[config.mk]
export PLATFORM = sky130hd
export DESIGN_NAME = bp_cce_dir_sharers_rd
export DESIGN_NICKNAME = d
export VERILOG_FILES = /design/src/rtl/bp_cce_dir_sharers_rd.sv
export SDC_FILE = /design/constraint.sdc
export NUM_CORES = 1
export LEC_CHECK = 0
export BUFFER_PORTS_ARGS = -buffer_cell sky130_fd_sc_hd__buf_4
export CORE_ASPECT_RATIO = 1.1
export CORE_MARGIN = 4
export CORE_UTILIZATION = 44
export DETAILED_ROUTE_END_ITERATION = 10
export GPL_TIMING_DRIVEN = 1
export HOLD_SLACK_MARGIN = 0.05
export PLACE_DENSITY_LB_ADDON = 0.05
export SYNTH_ARGS = -nofsm -noshare
export SYNTH_HDL_FRONTEND = slang
export SYNTH_SLANG_ARGS = --single-unit
[constraint.sdc]
create_clock -name clk_i -period 1.6 [get_ports clk_i]
set_input_delay 0.24 -clock clk_i [delete_from_list [all_inputs] [get_ports clk_i]]
set_output_delay 0.24 -clock clk_i [all_outputs]
set_load 0.1 [all_outputs]
[src/rtl/bp_cce_dir_sharers_rd.sv]
// Directory way-group reader: walks one RAM row per LCE for a way-group
// and folds each row's tag compare into per-LCE hit/way/state vectors.
module bp_cce_dir_sharers_rd #(
  parameter int num_lce_p = 4,
  parameter int lce_assoc_p = 2,
  parameter int num_way_groups_p = 4,
  parameter int tag_width_p = 8,
  localparam int lg_lce_assoc_lp =
    (lce_assoc_p > 1) ? $clog2(lce_assoc_p) : 1,
  localparam int lg_way_groups_lp =
    (num_way_groups_p > 1) ? $clog2(num_way_groups_p) : 1,
  localparam int lg_lce_lp =
    (num_lce_p > 1) ? $clog2(num_lce_p) : 1,
  localparam int entry_width_lp = tag_width_p + 3,
  localparam int row_width_lp = lce_assoc_p * entry_width_lp,
  localparam int addr_width_lp =
    (num_way_groups_p * num_lce_p > 1)
      ? $clog2(num_way_groups_p * num_lce_p) : 1
) (
  input  logic clk_i,
  input  logic reset_i,
  input  logic start_v_i,
  output logic ready_o,
  input  logic [lg_way_groups_lp-1:0] way_group_i,
  input  logic [tag_width_p-1:0] tag_i,
  output logic ram_v_o,
  output logic [addr_width_lp-1:0] ram_addr_o,
  input  logic [row_width_lp-1:0] ram_data_i,
  output logic sharers_v_o,
  output logic [num_lce_p-1:0] sharers_hits_o,
  output logic [num_lce_p*lg_lce_assoc_lp-1:0] sharers_ways_o,
  output logic [num_lce_p*3-1:0] sharers_coh_states_o
);

  localparam logic [2:0] e_COH_I = 3'b000;

  typedef enum logic [1:0] {
    e_idle,
    e_read,
    e_last
  } state_e;

  state_e r_state;
  state_e w_state_n;

  logic [lg_way_groups_lp-1:0] r_wg;
  logic [tag_width_p-1:0] r_tag;
  logic [lg_lce_lp-1:0] r_cnt;
  logic r_rd_v;
  logic [lg_lce_lp-1:0] r_rd_idx;

  logic r_sharers_v;
  logic [num_lce_p-1:0] r_hits;
  logic [num_lce_p*lg_lce_assoc_lp-1:0] r_ways;
  logic [num_lce_p*3-1:0] r_states;

  logic w_ready;
  logic w_ram_v;
  logic w_accept;
  logic w_last_row;
  logic [addr_width_lp-1:0] w_addr;

  logic w_hit;
  logic [lg_lce_assoc_lp-1:0] w_way;
  logic [2:0] w_st;

  assign w_last_row = (r_cnt == lg_lce_lp'(num_lce_p - 1));
  assign w_accept = w_ready & start_v_i;

  always_comb begin
    w_state_n = r_state;
    w_ready = 1'b0;
    w_ram_v = 1'b0;
    unique case (r_state)
      e_idle: begin
        w_ready = 1'b1;
        if (start_v_i) w_state_n = e_read;
      end
      e_read: begin
        w_ram_v = 1'b1;
        if (w_last_row) w_state_n = e_last;
      end
      e_last: begin
        w_state_n = e_idle;
      end
      default: begin
        w_state_n = e_idle;
      end
    endcase
  end

  assign w_addr = (addr_width_lp'(r_wg) * addr_width_lp'(num_lce_p))
                + addr_width_lp'(r_cnt);

  // Scan high to low so the lowest-index valid match is left standing.
  always_comb begin
    w_hit = 1'b0;
    w_way = '0;
    w_st = e_COH_I;
    for (int w = lce_assoc_p - 1; w >= 0; w--) begin
      if ((ram_data_i[w*entry_width_lp+3 +: tag_width_p] == r_tag)
          && (ram_data_i[w*entry_width_lp +: 3] != e_COH_I)) begin
        w_hit = 1'b1;
        w_way = lg_lce_assoc_lp'(w);
        w_st = ram_data_i[w*entry_width_lp +: 3];
      end
    end
  end

  always_ff @(posedge clk_i) begin
    if (reset_i) begin
      r_state <= e_idle;
      r_wg <= '0;
      r_tag <= '0;
      r_cnt <= '0;
      r_rd_v <= 1'b0;
      r_rd_idx <= '0;
      r_sharers_v <= 1'b0;
      r_hits <= '0;
      r_ways <= '0;
      r_states <= '0;
    end else begin
      r_state <= w_state_n;
      r_rd_v <= w_ram_v;
      r_rd_idx <= r_cnt;
      if (w_accept) begin
        r_wg <= way_group_i;
        r_tag <= tag_i;
        r_cnt <= '0;
        r_sharers_v <= 1'b0;
        r_hits <= '0;
        r_ways <= '0;
        r_states <= '0;
      end else begin
        if ((r_state == e_read) && !w_last_row)
          r_cnt <= r_cnt + lg_lce_lp'(1);
        if (r_rd_v) begin
          r_hits[r_rd_idx] <= w_hit;
          r_ways[r_rd_idx*lg_lce_assoc_lp +: lg_lce_assoc_lp] <= w_way;
          r_states[r_rd_idx*3 +: 3] <= w_st;
        end
        if (r_state == e_last) r_sharers_v <= 1'b1;
      end
    end
  end

  assign ready_o = w_ready;
  assign ram_v_o = w_ram_v;
  assign ram_addr_o = w_ram_v ? w_addr : '0;
  assign sharers_v_o = r_sharers_v;
  assign sharers_hits_o = r_hits;
  assign sharers_ways_o = r_ways;
  assign sharers_coh_states_o = r_states;

endmodule

==> results of run 1 <==
through the flow:
stage | hold slack, ns | instance area (um2)
floorplan | 0.3091 | 1777
global placement | 0.4393 | 2386
detailed placement | 0.4447 | 2386
CTS | 0.1982 | 2490
global route | 0.1911 | 2704
finish | 0.1921 | 2704
worst max-delay path by stage:
stage	from	end	slack [ns]	depth (start not counted)
after CTS	r_tag[5]	sharers_coh_states_o[10]	-0.02	6
after detailed placement	ram_data_i[8]	sharers_coh_states_o[10]	-0.09	7
after global routing	r_tag[6]	sharers_coh_states_o[4]	-0.18	7
final	r_tag[1]	sharers_coh_states_o[4]	-0.07	7
after global placement	ram_data_i[8]	sharers_coh_states_o[9]	-0.001	7
after floorplan	r_state[0]	r_tag[0]	-0.25	4
layout by cell type (no fill, tap or decap), types with 2 or more instances in the layout:
cell	n
dfxtp_1	34
nor2b_1	2
a21oi_2	2
buf_4	71
nor2_1	11
nor3_2	3
nand3_1	2
a21oi_1	27
o21ai_0	2
nand2_1	42
buf_6	8
a311oi_1	3
and2_2	3
clkbuf_1	2
dfxtp_2	3
xnor2_1	6
nor4b_2	2
inv_1	7
ha_1	4
nand4_1	6
mux2i_1	2
nor3_1	4
xor2_1	7
clkbuf_8	5
xnor2_2	3
a211oi_2	9
worst max-delay path: cells and delay by family (launching register included):
family          cells  cell delay [ns]
mux                 1             0.10
simple gates        2             0.51
xor+xnor            1             0.13
buf+inv             2             0.28
flops               1             0.34
compound gates      1             0.23
layer usage:
layer,part of all wire [%],vias to the layer above,GRT usage (%)
li1,-,878,-
met1,39,824,23.13
met2,53,57,34.05
met3,6.2,11,5.589
met4,1.7,0,5.519
met5,0,-,0
registers in the layout, summed over array words and instances (netlist names):
signal and cells:
sharers_coh_states_o 12, r_tag 8, sharers_hits_o 4, sharers_ways_o 4, r_cnt 2, r_rd_idx 2, r_state 2, r_wg 2
r_rd_v 1, sharers_v_o 1
kinds of logic after synthesis:
group | share of synthesized area (%)
XOR/XNOR | 8.470
buffers and inverters | 3.488
adder cells (fa/ha/maj) | 3.559
flip-flops | 43.27
AND/OR/NAND/NOR | 22.14
multiplexers | 1.708
AO/OA/AOI/OAI | 17.37
power by group through the flow:
stage / sequential [mW] / clock, mW / combinational, mW
floorplan: 1.02 / 0 / 0.188
detailed placement: 1.01 / 0 / 0.319
finish: 0.994 / 0.605 / 0.365
global route: 0.997 / 0.660 / 0.398
global placement: 1.01 / 0 / 0.315
CTS: 0.992 / 0.613 / 0.324
final cells by class:
class | count | share of cell area [%]
multi-input combinational | 157 | 41.60
sequential | 38 | 28.41
timing repair buffer | 80 | 23.60
clock buffer | 7 | 2.823
tap | 50 | 2.314
inverter | 8 | 1.249
timing repair:
| action | 4_1_cts | 5_1_grt |
|---|---|---|
| setup buffers | 1 | 2 |
| setup endpoints to repair | 13 | 22 |
| pin swaps | 1 | 22 |
| gates resized for setup | 6 | 40 |
==> results by group, run 1 <==
Setup path
  • Critical-path top delay cell: dfxtp_2
  • Worst r2r dst: sharers_coh_states_o[4]
  • Worst path max stage delay: 0.34 ns
  • Crit. End Element: flop
  • CP Max Fanout: 4
  • Reg-to-Reg Start: r_tag[1]
  • Critical Path AT: approximately 1.9 ns
  • WS Path Type: flop to flop
  • Cell Chain, Critical Path: buf_6, xnor2_2, nand4_1, nor3_1, mux2i_1, buf_4, a211oi_2
  • Required time worst endpoint: 1.80 ns
  • Reg2reg path depth: 7
  • R2R Setup Slk: -0.07 ns
  • Startpoint types: flop

Routing
  • DR WL/cell: roughly 14 um
  • Initial drt markers: 167
  • Vias: 1770
  • Drt drc: 0
  • DR vias/cell: 5.206
  • Final WL: between 4000 and 5000 um
  • Final ANT Viol Nets: 0
  • Pre-Repair DR Iteration Count: 5

Power and ir drop
  • Leak Pwr: 1.094 nW
  • Clock Power Share: 30.8%
  • Int Pwr: 1.428 mW
  • Maximum vdd drop: 0.6686 mV
  • Sw Share: 27.30%
  • Flop pwr share: 50.6%
  • Power Density: between 700 and 800 nW/um2
  • Power share of the combinational group: 18.6%
  • Net Sw Power: 0.5363 mW
  • Total power: just under 2 mW

Die
  • CORE AREA: 3741 um2
  • Site row count: 23
  • Die area: 5072 um2
  • Initial Util: a little under half
  • # IOs: 62
  • Die H: 74.30 um
  • Die width: between 60 and 70 um

Logic synthesis
  • Synthesized Nets: between 200 and 250
  • Sequential area share after synthesis: a little over two fifths
  • Yosys top cell area share: 43.27%
  • Most common cell in the netlist: nand2_1
  • Syn Area/Cell: 8.452 um2
  • Synth cell count leaders: nand2_1, dfxtp_1, a21oi_1
  • Area of the mapped netlist: approximately 1800 um2
  • EDFF count, synth: 0
  • Area leader, netlist: dfxtp_1
  • Synth Flop Type: dfxtp_1
  • Fraction of registers with async set/reset: 0%
  • Synth warn: 0
  • Gate Count Post-Synth: 208
  • Synth cell types: 29
  • Synth area leaders: dfxtp_1, nand2_1, a21oi_1, xnor2_1, xor2_1
  • Post-synthesis sequential element count: 38

Final layout
  • Multi-input gate area: 1125 um2
  • Final Non-Filler Cells: 340
  • Nets@finish: 330
  • # diodes: 0
  • Area grow syn2layout: 53.81%
  • Fin util: 72.27%
  • Fillers: ~300
  • Share of cells above drive strength 1: 42.76%
  • Register area: 768.2 um2

Place
  • PortBufs: just over 60
  • Dpl cells: 330
  • Pre-CTS setup slack: -0.08513 ns
  • RD Place Congestion: 0.7658
  • Final HPWL DP: around 3600 um

Min path
  • Hold Path Sink: r_tag[6]
  • Hold_sp: tag_i[6]
  • Min-Delay Path Depth: 3
  • Hold/Removal Path Class: input pin to flop

Clock network
  • Worst skew pair latency: approximately 0.28 ns
  • Cts bufs inserted: 5
  • H-tree depth: 2
  • TritonCTS clock tree: built
  • Clock Tree Buf Depth: 2
  • CTS clk-pin slew, worst paths: 0.07 ns
  • Root Driver: clkbuf_8
  • CTS Sinks: 38
  • CTS Hold Buffers Added: 0

STA
  • Max Slew Vio Count: 0
  • Final setup fails: 3
  • Setup TNS: -0.1244 ns
  • Clock Skew: 0.004129 ns
  • Unrepaired setup endpoints after global routing: yes
  • Final hold vios: 0
  • Period utilization: 104.4%
  • Crit path time final: 1.671 ns
  • Slew margin rel.: between 70 and 80%
  • Final WS setup: -0.07094 ns
  • Fmax: 598.5 MHz
  • Worst-Margin Slew: ~0.4 ns

Global route
  • Pin count of the biggest net entering global routing: 20
  • Congestion Overflow GR: 0
  • Initial antenna violation count: 0
  • Gr usage total: approximately 20%
  • Vias in the first global route: 1753
  • First-pass GRT wire length: 7700 um

Status
  • Status: complete, but fails checks
  • Failing checks: setup timing

Flow run
  • Max Cap Violations: 0
Note: power is estimated with default switching activity, not from simulation.
==> run 2: changes to the inputs <==
--- a/config.mk
+++ b/config.mk
@@ -7,7 +7,6 @@
 export LEC_CHECK = 0
 export BUFFER_PORTS_ARGS = -buffer_cell sky130_fd_sc_hd__buf_4
 export CORE_ASPECT_RATIO = 1.1
-export CORE_MARGIN = 4
 export CORE_UTILIZATION = 44
 export DETAILED_ROUTE_END_ITERATION = 10
 export GPL_TIMING_DRIVEN = 1
==> run 2 against run 1 <==
Effect of this change: routed wire length shrank 11%; the flow still finishes with violations (setup timing); via count shrank 1.4%; utilization down 3.1 points; sequential cell count unchanged; final cell count up 0.29%; count of clock-buffer cells in the layout down 2; sequential power about the same; critical path depth is 1 lower.
==> results by group, run 2 (synthesis gave the netlist of run 1 again) <==
Status
  • Status: complete, but fails checks
  • Failing checks: setup timing

STA
  • Final WS setup: -0.03465 ns (+0.03630 ns)
  • Fmax: 611.8 MHz (+2.2%)
  • Crit path time final: 1.635 ns (-0.03630 ns)
  • Final hold vios: 0 (unchanged)
  • Clock Skew: 0.003695 ns (-0.0004344 ns)
  • Worst-Margin Slew: 0.3792 ns (-0.01324 ns)
  • Unrepaired setup endpoints after global routing: yes
  • Final setup fails: 3 (unchanged)
  • WHS: 0.1812 ns (-0.01096 ns)
  • Period utilization: 102.2% (-2.3 points)
  • Max Slew Vio Count: 0 (unchanged)
  • Slew margin rel.: 74.72% (+0.94 points)

Setup path
  • Reg-to-Reg Start: r_tag[5]
  • Worst r2r dst: sharers_coh_states_o[9]
  • Crit. End Element: flop
  • Reg2reg path depth: 6 (-1)
  • R2R Setup Slk: -0.03 ns (+0.04 ns)
  • Startpoint types: flop
  • CP Max Fanout: 6 (+2)
  • Critical Path AT: 1.85 ns (-0.02 ns)
  • WS Path Type: flop to flop
  • Required time worst endpoint: 1.82 ns (+0.02 ns)

Global route
  • First-pass GRT wire length: 6844 um (-11%)
  • Vias in the first global route: 1550 (-12%)
  • Gr usage total: 21.06% (+1.5 points)
  • Pin count of the biggest net entering global routing: 20 (unchanged)
  • Initial antenna violation count: 0 (unchanged)
  • Congestion Overflow GR: 0 (unchanged)

Final layout
  • Nets@finish: 330 (unchanged)
  • Final Non-Filler Cells: 341 (+0.29%)
  • Register area: 765.7 um2 (-0.33%)
  • # diodes: 0 (unchanged)
  • Most frequent cells in the layout: buf_4, nand2_1, dfxtp_1, a21oi_1, nor2_1
  • Final instance area: 2589 um2 (-4.3%)
  • Max reg flops: 12 (unchanged)
  • Multi-input gate area: 1002 um2 (-11%)
  • Fillers: 322 (+8.1%)
  • Commonest non-fill, non-tap cell in the layout: buf_4
  • Share of cells above drive strength 1: 38.83% (-3.9 points)
  • Area grow syn2layout: 47.26%

Min path
  • Min-Delay Path Depth: 3 (unchanged)
  • Hold Path Sink: r_tag[5]
  • Hold_sp: tag_i[5]
  • Hold/Removal Path Class: input pin to flop

Power and ir drop
  • Leak Pwr: 1.082 nW (-1.1%)
  • Net Sw Power: 0.5563 mW (+3.7%)
  • Power share of the combinational group: 15.4% (-3.2 points)
  • Int Pwr: 1.570 mW (+9.9%)
  • Clock Power Share: 37.9% (+7.1 points)
  • Power Density: 821.2 nW/um2 (+13%)
  • Flop pwr share: 46.7% (-3.9 points)
  • Sw Share: 26.17% (-1.1 points)
  • Total power: 2.126 mW (+8.2%)
  • Maximum vdd drop: 0.5722 mV (-14%)

Clock network
  • Root Driver: clkbuf_8
  • Worst skew pair latency: 0.29 ns (about the same)
  • H-tree depth: 2 (unchanged)
  • CTS clk-pin slew, worst paths: 0.07 ns (about the same)
  • CTS Sinks: 38 (unchanged)
  • TritonCTS clock tree: built
  • CTS Hold Buffers Added: 0 (unchanged)
  • Clock Tree Buf Depth: 2 (unchanged)
  • Cts bufs inserted: 5 (unchanged)

Die
  • CORE AREA: 3741 um2 (unchanged)
  • Die width: 62.27 um (-8.8%)
  • # IOs: 62 (unchanged)
  • Die area: 4252 um2 (-16%)
  • Site row count: 23 (unchanged)
  • Initial Util: 46.99% (unchanged)
  • Die H: 68.30 um (-8.1%)

Routing
  • Final WL: 4309 um (-11%)
  • Pre-Repair DR Iteration Count: 4 (-1)
  • Final ANT Viol Nets: 0 (unchanged)
  • Drt drc: 0 (unchanged)
  • DR vias/cell: 5.117 (-1.7%)
  • Vias: 1745 (-1.4%)
  • Initial drt markers: 161 (-3.6%)
  • DR WL/cell: 12.64 um (-11%)

Place
  • Pre-CTS setup slack: -0.07805 ns (+0.007082 ns)
  • Final HPWL DP: 3340 um (-7.7%)
  • Area after DPL: 2386 um2 (unchanged)
  • Dpl cells: 330 (unchanged)
  • PortBufs: 61 (unchanged)
  • RD Place Congestion: 0.7529 (-1.7%)

Flow run
  • Max Cap Violations: 0 (unchanged)
## run 2: per-stage QoR
stage / util, % / TNS [ns]
floorplan: - / -3.293
global placement: 63.78 / 0
detailed placement: 63.78 / -0.3505
CTS: 67.89 / -0.01765
global route: 69.20 / -1.442
finish: 69.20 / -0.04689
## run 2: timing repair
action	CTS	global route
pin swaps	2	8
gates resized for setup	9	10
setup buffers	2	1
setup endpoints to repair	14	22
## run 2: critical path: stages (launching register included)
cell and delay [ns]:
dfxtp_2 0.33, xor2_1 0.18, nor4_2 0.30, nand3_2 0.21
mux2i_1 0.17, buf_4 0.16, a211oi_2 0.21
## run 2: cell type report
type,count,share of cell area (%)
clock inverters,3,1.547
inverters,8,1.305
clock buffers,5,2.658
flip-flops and latches,38,29.58
repair buffers,80,23.78
well taps,50,2.417
multi-input cells,157,38.71
## run 2: worst max-delay path by stage
stage	from	endpoint	slack, ns	cells after the start
2_1_floorplan	r_state[0]	r_tag[0]	-0.25	4
3_3_place_gp	ram_data_i[8]	sharers_coh_states_o[2]	0.0008	6
3_5_place_dp	ram_data_i[8]	sharers_coh_states_o[10]	-0.08	7
4_1_cts	r_tag[6]	sharers_coh_states_o[2]	-0.01	5
5_1_grt	r_tag[6]	sharers_coh_states_o[9]	-0.14	7
6_report	r_tag[5]	sharers_coh_states_o[9]	-0.03	6
## run 2: power by group through the flow
| stage | logic [mW] | clock network, mW | registers (mW) |
|---|---|---|---|
| floorplan | 0.188 | 0 | 1.02 |
| global placement | 0.315 | 0 | 1.01 |
| detailed placement | 0.319 | 0 | 1.01 |
| CTS | 0.326 | 0.818 | 0.991 |
| global route | 0.355 | 0.869 | 0.997 |
| finish | 0.328 | 0.806 | 0.993 |
## run 2: routing by layer
layer | part of all wire [%] | global-route usage (%) | vias up | wire [um]
li1 | - | - | 887 | -
met3 | 5.3 | 6.667 | 6 | 228
met1 | 43 | 24.09 | 805 | 1848
met4 | 1.2 | 6.977 | 0 | 51
met5 | 0 | 0 | - | 0
met2 | 51 | 37.77 | 47 | 2181
